`src/rtl/painterengine_gpu_pkg.sv`:
```
// Shared definitions for the PainterEngine GPU DMA reader and writer:
// state encodings (bit 4 marks an error state), error-type codes,
// fixed AXI attribute values and the watchdog limit.
package painterengine_gpu_pkg;

   typedef logic [4:0] gpu_state_t;

   localparam gpu_state_t ST_IDLE      = 5'h01;
   localparam gpu_state_t ST_CHECK     = 5'h02;
   localparam gpu_state_t ST_CALC      = 5'h03;
   localparam gpu_state_t ST_CALC2     = 5'h04;
   localparam gpu_state_t ST_ADDR      = 5'h05;
   localparam gpu_state_t ST_DATA      = 5'h06;
   localparam gpu_state_t ST_DRAIN     = 5'h07;
   localparam gpu_state_t ST_DONE      = 5'h08;
   localparam gpu_state_t ST_ALIGN_ERR = 5'h11;
   localparam gpu_state_t ST_LEN_ERR   = 5'h12;
   localparam gpu_state_t ST_AR_ERR    = 5'h13;
   localparam gpu_state_t ST_R_ERR     = 5'h14;
   localparam gpu_state_t ST_RESP_ERR  = 5'h15;
   localparam gpu_state_t ST_LAST_ERR  = 5'h16;

   localparam logic [2:0] ERR_NONE  = 3'd0;
   localparam logic [2:0] ERR_ALIGN = 3'd1;
   localparam logic [2:0] ERR_LEN   = 3'd2;
   localparam logic [2:0] ERR_AR    = 3'd3;
   localparam logic [2:0] ERR_R     = 3'd4;
   localparam logic [2:0] ERR_RESP  = 3'd5;
   localparam logic [2:0] ERR_LAST  = 3'd6;

   localparam logic [2:0] AXI_SIZE_4B    = 3'b010;
   localparam logic [1:0] AXI_BURST_INCR = 2'b01;
   localparam logic [3:0] AXI_CACHE_MOD  = 4'b0010;

   localparam logic [15:0] TIMEOUT_LIMIT = 16'd256;

   // Error states are exactly those with bit 4 set.
   function automatic logic state_is_error(input gpu_state_t s);
      return s[4];
   endfunction

endpackage

```
`src/rtl/painterengine_gpu_sync_fifo.sv`:
```
// Single-clock FIFO of 2**LOG2 words. Simultaneous push and pop are both
// honoured. The head word reads as zero while the FIFO is empty.
module painterengine_gpu_sync_fifo #(
   parameter int WIDTH = 32,
   parameter int LOG2  = 5
) (
   input  logic             i_wire_clock,
   input  logic             i_wire_resetn,
   input  logic             i_wire_push,
   input  logic [WIDTH-1:0] i_wire_push_data,
   input  logic             i_wire_pop,
   output logic [WIDTH-1:0] o_wire_pop_data,
   output logic             o_wire_full,
   output logic             o_wire_empty,
   output logic [LOG2:0]    o_wire_count
);

   localparam logic [LOG2:0]   DEPTH_C   = {1'b1, {LOG2{1'b0}}};
   localparam logic [LOG2-1:0] PTR_ONE_C = LOG2'(1);
   localparam logic [LOG2:0]   CNT_ONE_C = (LOG2+1)'(1);

   logic [WIDTH-1:0] mem_r [0:(1<<LOG2)-1];
   logic [LOG2-1:0]  wr_ptr_r;
   logic [LOG2-1:0]  rd_ptr_r;
   logic [LOG2:0]    count_r;
   logic             push_ok_s;
   logic             pop_ok_s;

   assign o_wire_full     = (count_r == DEPTH_C);
   assign o_wire_empty    = (count_r == {(LOG2+1){1'b0}});
   assign o_wire_count    = count_r;
   assign push_ok_s       = i_wire_push && !o_wire_full;
   assign pop_ok_s        = i_wire_pop && !o_wire_empty;
   assign o_wire_pop_data = o_wire_empty ? {WIDTH{1'b0}} : mem_r[rd_ptr_r];

   // Storage array write port; contents need no reset.
   always_ff @(posedge i_wire_clock) begin
      if (push_ok_s) begin
         mem_r[wr_ptr_r] <= i_wire_push_data;
      end
   end

   // Pointer and occupancy bookkeeping.
   always_ff @(posedge i_wire_clock or negedge i_wire_resetn) begin
      if (!i_wire_resetn) begin
         wr_ptr_r <= {LOG2{1'b0}};
         rd_ptr_r <= {LOG2{1'b0}};
         count_r  <= {(LOG2+1){1'b0}};
      end else begin
         if (push_ok_s) begin
            wr_ptr_r <= wr_ptr_r + PTR_ONE_C;
         end
         if (pop_ok_s) begin
            rd_ptr_r <= rd_ptr_r + PTR_ONE_C;
         end
         case ({push_ok_s, pop_ok_s})
            2'b10:   count_r <= count_r + CNT_ONE_C;
            2'b01:   count_r <= count_r - CNT_ONE_C;
            default: count_r <= count_r;
         endcase
      end
   end

endmodule

```
`src/rtl/painterengine_gpu_dma_reader.sv`:
```
// AXI4 read-master DMA stage feeding one GPU DMA writer data lane.
// Fetches a word-aligned region in INCR bursts that never cross a 1 KB
// boundary, are capped at PARAM_BURST_MAX beats and are only issued when
// the FIFO has room for the whole burst.
// Optional feature: define PAINTERENGINE_GPU_READER_TIMEOUT_EN to enable
// the AR/R stall watchdog (error types 3 and 4).
module painterengine_gpu_dma_reader
   import painterengine_gpu_pkg::*;
#(
   parameter int PARAM_BURST_MAX = 16,
   parameter int PARAM_FIFO_LOG2 = 5
) (
   input  logic        i_wire_clock,
   input  logic        i_wire_resetn,
   input  logic        i_wire_start,
   input  logic [31:0] i_wire_address,
   input  logic [31:0] i_wire_length,
   output logic        o_wire_done,
   output logic        o_wire_error,
   output logic [2:0]  o_wire_error_type,
   output logic [31:0] o_wire_data,
   output logic        o_wire_data_valid,
   input  logic        i_wire_data_next,
   output logic [0:0]  o_wire_M_AXI_ARID,
   output logic [31:0] o_wire_M_AXI_ARADDR,
   output logic [7:0]  o_wire_M_AXI_ARLEN,
   output logic [2:0]  o_wire_M_AXI_ARSIZE,
   output logic [1:0]  o_wire_M_AXI_ARBURST,
   output logic        o_wire_M_AXI_ARLOCK,
   output logic [3:0]  o_wire_M_AXI_ARCACHE,
   output logic [2:0]  o_wire_M_AXI_ARPROT,
   output logic [3:0]  o_wire_M_AXI_ARQOS,
   output logic        o_wire_M_AXI_ARVALID,
   input  logic        i_wire_M_AXI_ARREADY,
   input  logic [0:0]  i_wire_M_AXI_RID,
   input  logic [31:0] i_wire_M_AXI_RDATA,
   input  logic [1:0]  i_wire_M_AXI_RRESP,
   input  logic        i_wire_M_AXI_RLAST,
   input  logic        i_wire_M_AXI_RVALID,
   output logic        o_wire_M_AXI_RREADY
);

   localparam logic [8:0] BURST_MAX_C = 9'(PARAM_BURST_MAX);
   localparam logic [PARAM_FIFO_LOG2:0] DEPTH_C = {1'b1, {PARAM_FIFO_LOG2{1'b0}}};

   gpu_state_t state_r;
   gpu_state_t state_next_s;

   logic [31:0] address_r;
   logic [31:0] length_r;
   logic [31:0] offset_r;
   logic [31:0] remaining_r;
   logic [31:0] cur_addr_r;
   logic [8:0]  boundary_r;
   logic [8:0]  burst_r;
   logic [8:0]  beat_cnt_r;
   logic [31:0] araddr_r;
   logic [7:0]  arlen_r;

   logic [31:0] cur_addr_s;
   logic [8:0]  cap_s;
   logic [8:0]  burst_s;
   logic [8:0]  burst_m1_s;
   logic        burst_fits_s;
   logic        last_beat_s;
   logic        xfer_done_s;
   logic        beat_ok_s;
   logic        wd_expired_s;

   logic                       fifo_push_s;
   logic                       fifo_pop_s;
   logic [31:0]                fifo_data_s;
   logic                       fifo_full_s;
   logic                       fifo_empty_s;
   logic [PARAM_FIFO_LOG2:0]   fifo_count_s;
   logic [PARAM_FIFO_LOG2:0]   free_s;
   logic                       unused_s;

   // ------------------------------------------------------------------
   // Burst sizing: min(remaining, distance to 1 KB boundary, burst cap)
   // ------------------------------------------------------------------
   assign cur_addr_s   = address_r + {offset_r[29:0], 2'b00};
   assign cap_s        = (BURST_MAX_C < boundary_r) ? BURST_MAX_C : boundary_r;
   assign burst_s      = (remaining_r < {23'd0, cap_s}) ? remaining_r[8:0] : cap_s;
   assign burst_m1_s   = burst_s - 9'd1;
   assign free_s       = DEPTH_C - fifo_count_s;
   assign burst_fits_s = ({23'd0, burst_s} <= 32'(free_s));
   assign last_beat_s  = (beat_cnt_r == (burst_r - 9'd1));
   assign xfer_done_s  = ((offset_r + {23'd0, burst_r}) >= length_r);
   assign beat_ok_s    = !i_wire_M_AXI_RRESP[1] && (i_wire_M_AXI_RLAST == last_beat_s);

   // ------------------------------------------------------------------
   // Stall watchdog
   // ------------------------------------------------------------------
`ifdef PAINTERENGINE_GPU_READER_TIMEOUT_EN
   logic [15:0] wd_r;
   logic        stall_s;

   assign stall_s = ((state_r == ST_ADDR) && !i_wire_M_AXI_ARREADY) ||
                    ((state_r == ST_DATA) && !i_wire_M_AXI_RVALID);
   assign wd_expired_s = stall_s && (wd_r == (TIMEOUT_LIMIT - 16'd1));

   // Count consecutive stalled cycles; any handshake or state change clears it.
   always_ff @(posedge i_wire_clock or negedge i_wire_resetn) begin
      if (!i_wire_resetn) begin
         wd_r <= 16'd0;
      end else if (stall_s) begin
         wd_r <= wd_r + 16'd1;
      end else begin
         wd_r <= 16'd0;
      end
   end
`else
   assign wd_expired_s = 1'b0;
`endif

   // ------------------------------------------------------------------
   // FSM
   // ------------------------------------------------------------------

   // State register.
   always_ff @(posedge i_wire_clock or negedge i_wire_resetn) begin
      if (!i_wire_resetn) begin
         state_r <= ST_IDLE;
      end else begin
         state_r <= state_next_s;
      end
   end

   // Next-state decision.
   always_comb begin
      state_next_s = state_r;
      case (state_r)
         ST_IDLE, ST_DONE, ST_ALIGN_ERR, ST_LEN_ERR, ST_AR_ERR,
         ST_R_ERR, ST_RESP_ERR, ST_LAST_ERR: begin
            if (i_wire_start) begin
               state_next_s = ST_CHECK;
            end else begin
               state_next_s = state_r;
            end
         end
         ST_CHECK: begin
            if (address_r[1:0] != 2'b00) begin
               state_next_s = ST_ALIGN_ERR;
            end else if (length_r == 32'd0) begin
               state_next_s = ST_LEN_ERR;
            end else begin
               state_next_s = ST_CALC;
            end
         end
         ST_CALC: begin
            state_next_s = ST_CALC2;
         end
         ST_CALC2: begin
            if (burst_fits_s) begin
               state_next_s = ST_ADDR;
            end else begin
               state_next_s = ST_CALC2;
            end
         end
         ST_ADDR: begin
            if (i_wire_M_AXI_ARREADY) begin
               state_next_s = ST_DATA;
            end else if (wd_expired_s) begin
               state_next_s = ST_AR_ERR;
            end else begin
               state_next_s = ST_ADDR;
            end
         end
         ST_DATA: begin
            if (i_wire_M_AXI_RVALID) begin
               if (i_wire_M_AXI_RRESP[1]) begin
                  state_next_s = ST_RESP_ERR;
               end else if (i_wire_M_AXI_RLAST != last_beat_s) begin
                  state_next_s = ST_LAST_ERR;
               end else if (last_beat_s) begin
                  state_next_s = xfer_done_s ? ST_DRAIN : ST_CALC;
               end else begin
                  state_next_s = ST_DATA;
               end
            end else if (wd_expired_s) begin
               state_next_s = ST_R_ERR;
            end else begin
               state_next_s = ST_DATA;
            end
         end
         ST_DRAIN: begin
            if (fifo_empty_s) begin
               state_next_s = ST_DONE;
            end else begin
               state_next_s = ST_DRAIN;
            end
         end
         default: begin
            state_next_s = ST_IDLE;
         end
      endcase
   end

   // Outputs decoded from the registered state.
   always_comb begin
      o_wire_M_AXI_ARVALID = (state_r == ST_ADDR);
      o_wire_M_AXI_RREADY  = (state_r == ST_DATA);
      o_wire_done          = (state_r == ST_DONE);
      o_wire_error         = state_is_error(state_r);
      case (state_r)
         ST_ALIGN_ERR: o_wire_error_type = ERR_ALIGN;
         ST_LEN_ERR:   o_wire_error_type = ERR_LEN;
         ST_AR_ERR:    o_wire_error_type = ERR_AR;
         ST_R_ERR:     o_wire_error_type = ERR_R;
         ST_RESP_ERR:  o_wire_error_type = ERR_RESP;
         ST_LAST_ERR:  o_wire_error_type = ERR_LAST;
         default:      o_wire_error_type = ERR_NONE;
      endcase
   end

   // ------------------------------------------------------------------
   // Transfer datapath
   // ------------------------------------------------------------------

   // Job latch, burst sizing pipeline, AR payload and beat counting.
   always_ff @(posedge i_wire_clock or negedge i_wire_resetn) begin
      if (!i_wire_resetn) begin
         address_r   <= 32'd0;
         length_r    <= 32'd0;
         offset_r    <= 32'd0;
         remaining_r <= 32'd0;
         cur_addr_r  <= 32'd0;
         boundary_r  <= 9'd0;
         burst_r     <= 9'd0;
         beat_cnt_r  <= 9'd0;
         araddr_r    <= 32'd0;
         arlen_r     <= 8'd0;
      end else begin
         case (state_r)
            ST_IDLE, ST_DONE, ST_ALIGN_ERR, ST_LEN_ERR, ST_AR_ERR,
            ST_R_ERR, ST_RESP_ERR, ST_LAST_ERR: begin
               if (i_wire_start) begin
                  address_r <= i_wire_address;
                  length_r  <= i_wire_length;
                  offset_r  <= 32'd0;
               end
            end
            ST_CALC: begin
               remaining_r <= length_r - offset_r;
               boundary_r  <= 9'd256 - {1'b0, cur_addr_s[9:2]};
               cur_addr_r  <= cur_addr_s;
            end
            ST_CALC2: begin
               // AR payload is frozen here so it is stable for all of ADDR.
               if (burst_fits_s) begin
                  araddr_r <= cur_addr_r;
                  arlen_r  <= burst_m1_s[7:0];
                  burst_r  <= burst_s;
               end
            end
            ST_ADDR: begin
               if (i_wire_M_AXI_ARREADY) begin
                  beat_cnt_r <= 9'd0;
               end
            end
            ST_DATA: begin
               if (i_wire_M_AXI_RVALID) begin
                  beat_cnt_r <= beat_cnt_r + 9'd1;
                  if (beat_ok_s && last_beat_s) begin
                     offset_r <= offset_r + {23'd0, burst_r};
                  end
               end
            end
            default: begin
               beat_cnt_r <= beat_cnt_r;
            end
         endcase
      end
   end

   // ------------------------------------------------------------------
   // Beat buffer
   // ------------------------------------------------------------------
   assign fifo_push_s = (state_r == ST_DATA) && i_wire_M_AXI_RVALID;
   assign fifo_pop_s  = i_wire_data_next && o_wire_data_valid;

   painterengine_gpu_sync_fifo #(
      .WIDTH (32),
      .LOG2  (PARAM_FIFO_LOG2)
   ) u_fifo (
      .i_wire_clock     (i_wire_clock),
      .i_wire_resetn    (i_wire_resetn),
      .i_wire_push      (fifo_push_s),
      .i_wire_push_data (i_wire_M_AXI_RDATA),
      .i_wire_pop       (fifo_pop_s),
      .o_wire_pop_data  (fifo_data_s),
      .o_wire_full      (fifo_full_s),
      .o_wire_empty     (fifo_empty_s),
      .o_wire_count     (fifo_count_s)
   );

   assign o_wire_data       = fifo_data_s;
   assign o_wire_data_valid = !fifo_empty_s;

   // ------------------------------------------------------------------
   // AXI read-address channel
   // ------------------------------------------------------------------
   assign o_wire_M_AXI_ARID    = 1'b0;
   assign o_wire_M_AXI_ARADDR  = araddr_r;
   assign o_wire_M_AXI_ARLEN   = arlen_r;
   assign o_wire_M_AXI_ARSIZE  = AXI_SIZE_4B;
   assign o_wire_M_AXI_ARBURST = AXI_BURST_INCR;
   assign o_wire_M_AXI_ARLOCK  = 1'b0;
   assign o_wire_M_AXI_ARCACHE = AXI_CACHE_MOD;
   assign o_wire_M_AXI_ARPROT  = 3'b000;
   assign o_wire_M_AXI_ARQOS   = 4'b0000;

   // Full can never be reached mid-burst and RID is single-valued.
   assign unused_s = ^{fifo_full_s, i_wire_M_AXI_RID};

endmodule

```
`config.mk`:
```
export PLATFORM = sky130hd
export DESIGN_NAME = painterengine_gpu_dma_reader
export DESIGN_NICKNAME = d
export VERILOG_FILES = /design/src/rtl/painterengine_gpu_pkg.sv /design/src/rtl/painterengine_gpu_sync_fifo.sv /design/src/rtl/painterengine_gpu_dma_reader.sv
export SDC_FILE = /design/constraint.sdc
export NUM_CORES = 2
export LEC_CHECK = 0
export BUFFER_PORTS_ARGS = -buffer_cell sky130_fd_sc_hd__buf_2
export CAP_MARGIN = 20
export CORE_ASPECT_RATIO = 2
export CORE_UTILIZATION = 62
export CTS_CLUSTER_SIZE = 28
export DETAILED_ROUTE_END_ITERATION = 10
export PLACE_DENSITY = 0.8
export SYNTH_ARGS = -nofsm -noshare
export SYNTH_HDL_FRONTEND = slang
export SYNTH_SLANG_ARGS = --single-unit
```
`constraint.sdc`:
```
create_clock -name i_wire_clock -period 5.3 [get_ports i_wire_clock]
set_input_delay 0 -clock i_wire_clock [delete_from_list [all_inputs] [get_ports i_wire_clock]]
set_output_delay 0 -clock i_wire_clock [all_outputs]
set_load 0.02 [all_outputs]
```
==> out/qor.txt <==
Outcome -> finished clean
Die Ht -> 421 um
Commonest non-fill, non-tap cell in the layout -> edfxtp_1
Worst EP required -> 5.72 ns
Post-synth top flop -> edfxtp_1
Critical Path Start Type -> flop
Filler cells -> 5174
Max Cap Violations -> 0
Die area -> 0.0891 mm2
PortBufs -> 183
Tot GR Track Use -> 0.341
Fin crit period -> 5.08 ns
Max Transition Viols Final -> 0
Core Area -> 0.0869 mm2
Post-Layout Cell Count -> 4903
First-pass GRT wire length -> 217 mm
Hold path depth -> 4
Synth area leader -> edfxtp_1
Hold EP -> length_r[25]$_DFFE_PN0P_
Fin worst setup slack -> 0.219 ns
Post-Place Worst Slack -> 0.205 ns
Layout Skew -> 0.0421 ns
Share of layout cells above drive strength 1 -> 0.227
Clk buf depth -> 3
Antenna violations before repair -> 4
Clock Pin Slew Worst Setup and Hold Paths -> 0.07 ns
Largest net degree at the start of global routing -> 102
Util after Layout -> 0.718
Seq/Total Area, Yosys -> 0.678
Cell Rows -> 153
Final TNS setup -> 0 ns
Worst-Skew Late Latency -> 0.74 ns
CP Class -> flop to flop
GR Overflow Total -> 0
# clock sinks -> 1271
Hpwl dp -> 87.0 mm
Hold/Removal Path Class -> input pin to flop
Flop2flop setup slack -> 0.22 ns
R2r endpoint -> u_fifo.mem_r[29][22]$_DFFE_PP_
Max VDD drop -> 0.518 mV
Seq cells post-synth -> 1271
Tcrit/Tclk final -> 0.959
Hold Vio Cnt, Final -> 0
Fraction of registers with async set/reset -> 0.194
Warnings, synthesis -> 0
1st-iter DRT viols -> 3932
Cells on worst reg2reg path -> 8
Num ports -> 204
Synth area leaders -> edfxtp_1 (56%), mux4_2 (13%), dfrtp_1 (11%)
CP Capture Type -> flop
Syn_area_per_cell -> 16.6 um2
Crit path max fanout -> 20
Reg2reg start -> state_r[4]$_DFFE_PN0N_
Placer Congestion -> 0.967
DR pass1 iterations -> 6
Crit path DAT -> 5.50 ns
Unrepaired setup endpoints after global routing -> false
Wire per inst -> 30.3 um
Max Fclk -> 197 MHz
CTS tree -> done
EDFF count, synth -> 1024
Cell area power density -> 510 mW/mm2
Die X -> 212 um
Worst Tran Pin Value -> 1.13 ns
Final routed DRC violation total -> 0
Pleak -> 22.4 nW
Max-slew headroom -> 0.247
Post-DRT Antenna Nets -> 0
Synth-to-layout area growth -> 14.6%
Initial Util -> 0.626
Commonest non-fill, non-tap cells in the layout -> edfxtp_1 (1024), mux4_2 (320), nand2_1 (293), dfrtp_1 (241), buf_2 (182)
CTS buffer count -> 105
Mapped cell area -> 0.0544 mm2
# setup viols final -> 0
Via count -> 32600
HP Start -> i_wire_length[25]
Count of cell types in the netlist -> 80
Htree depth -> 3
Post-synth top area share -> 0.565
Vias in the first global route -> 34500
Total Wirelength -> 149 mm
Cells after synthesis -> 3272
Inst Count DP -> 4555
Final net count -> 3891
Via/cell ratio -> 6.65
Root Buffer -> clkbuf_16
-- power breakdown --
group	internal, mW	switching, mW
logic	5.01	6.12
registers	11.5	1.12
clock network	4.30	3.71
-- final cells by class --
class	count	area, um2	area share
flip-flops and latches	1271	36900	0.592
multi-input cells	1762	16800	0.270
repair buffers	407	3270	0.0524
inverters	104	390	0.00626
clock inverters	71	732	0.0117
well taps	1162	1450	0.0233
clock buffers	125	2760	0.0443
diodes	1	2.50	0.0000401
-- metrics by stage --
stage | power [mW] | hold WS, ns | area (um2)
after CTS | 31.7 | 0.00266 | 62300
final | 31.8 | 0.0506 | 62400
after global placement | 23.1 | 0.0607 | 57300
after detailed placement | 23.5 | 0.0659 | 57300
after floorplan | 20.1 | -0.296 | 54500
after global routing | 33.0 | 0.0570 | 62400
-- flip-flops by register name (all words and copies together), names as in the netlist --
register and count:
u_fifo.mem_r 1024, address_r 32, cur_addr_r 32, length_r 32, o_wire_M_AXI_ARADDR 32, offset_r 32
remaining_r 32, beat_cnt_r 9, burst_r 9, boundary_r 8, o_wire_M_AXI_ARLEN 8, u_fifo.o_wire_count 6
state_r 5, u_fifo.rd_ptr_r 5, u_fifo.wr_ptr_r 5
-- cells in the mapped netlist (all sizes together), types with 11 or more instances --
| cell type | n |
|---|---|
| a21oi | 84 |
| nor2b | 13 |
| nand3 | 42 |
| a211oi | 11 |
| mux2 | 39 |
| mux2i | 35 |
| buf | 53 |
| a21o | 29 |
| nor4 | 22 |
| xnor2 | 84 |
| ha | 130 |
| o21a | 20 |
| nor3 | 36 |
| nand2b | 15 |
| inv | 104 |
| clkbuf | 103 |
| xor2 | 39 |
| o21ai | 180 |
| and3 | 15 |
| dfrtp | 246 |
| nor2 | 156 |
| nand2 | 294 |
| mux4 | 320 |
| a31oi | 11 |
| nand4 | 25 |
| a22o | 26 |
| edfxtp | 1024 |
-- worst max-delay path by stage --
stage / from / to / cells after the start
6_report: state_r[4]$_DFFE_PN0N_ / u_fifo.mem_r[29][22]$_DFFE_PP_ / 8
5_1_grt: boundary_r[7]$_DFFE_PN0N_ / o_wire_M_AXI_ARADDR[23]$_DFFE_PN0P_ / 18
4_1_cts: boundary_r[7]$_DFFE_PN0N_ / o_wire_M_AXI_ARADDR[21]$_DFFE_PN0P_ / 18
3_5_place_dp: boundary_r[7]$_DFFE_PN0N_ / o_wire_M_AXI_ARADDR[15]$_DFFE_PN0P_ / 18
3_3_place_gp: boundary_r[7]$_DFFE_PN0N_ / o_wire_M_AXI_ARADDR[21]$_DFFE_PN0P_ / 18
2_1_floorplan: boundary_r[7]$_DFFE_PN0N_ / burst_r[3]$_DFFE_PN0P_ / 20
-- logic make-up after synthesis --
family                     synth area share
AOI/OAI and AO/OA                    0.0483
xor gates and xnor gates             0.0198
adders and majority gates            0.0313
buffers and inverters                0.0196
DFF                                   0.678
muxes                                 0.147
other                              0.000138
and+or+nand+nor                      0.0549
-- critical path: stages, from the launching register on --
cell and delay (ns):
dfrtp_1 0.50, nor2_1 0.33, nand2_1 0.21, nor3_1 0.53
nand2_1 0.42, a21oi_1 0.82, nand2_1 0.74, nor2_4 0.89
buf_12 0.30
-- timing repair --
item                                     CTS  global route
endpoints found under the hold margin   1270             0
resized for setup                          0             2
buffers inserted                           0             5
endpoints found under the setup margin     0            30
hold buffers                             145             0
-- layer usage --
layer | vias up | global-route usage | part of all wire
li1 | 13400 | - | -
met1 | 16500 | 0.377 | 0.32
met2 | 2054 | 0.591 | 0.52
met3 | 604 | 0.0572 | 0.078
met4 | 2 | 0.246 | 0.082
met5 | - | 0 | 0.000067
Note: power is estimated with default switching activity, not from simulation.
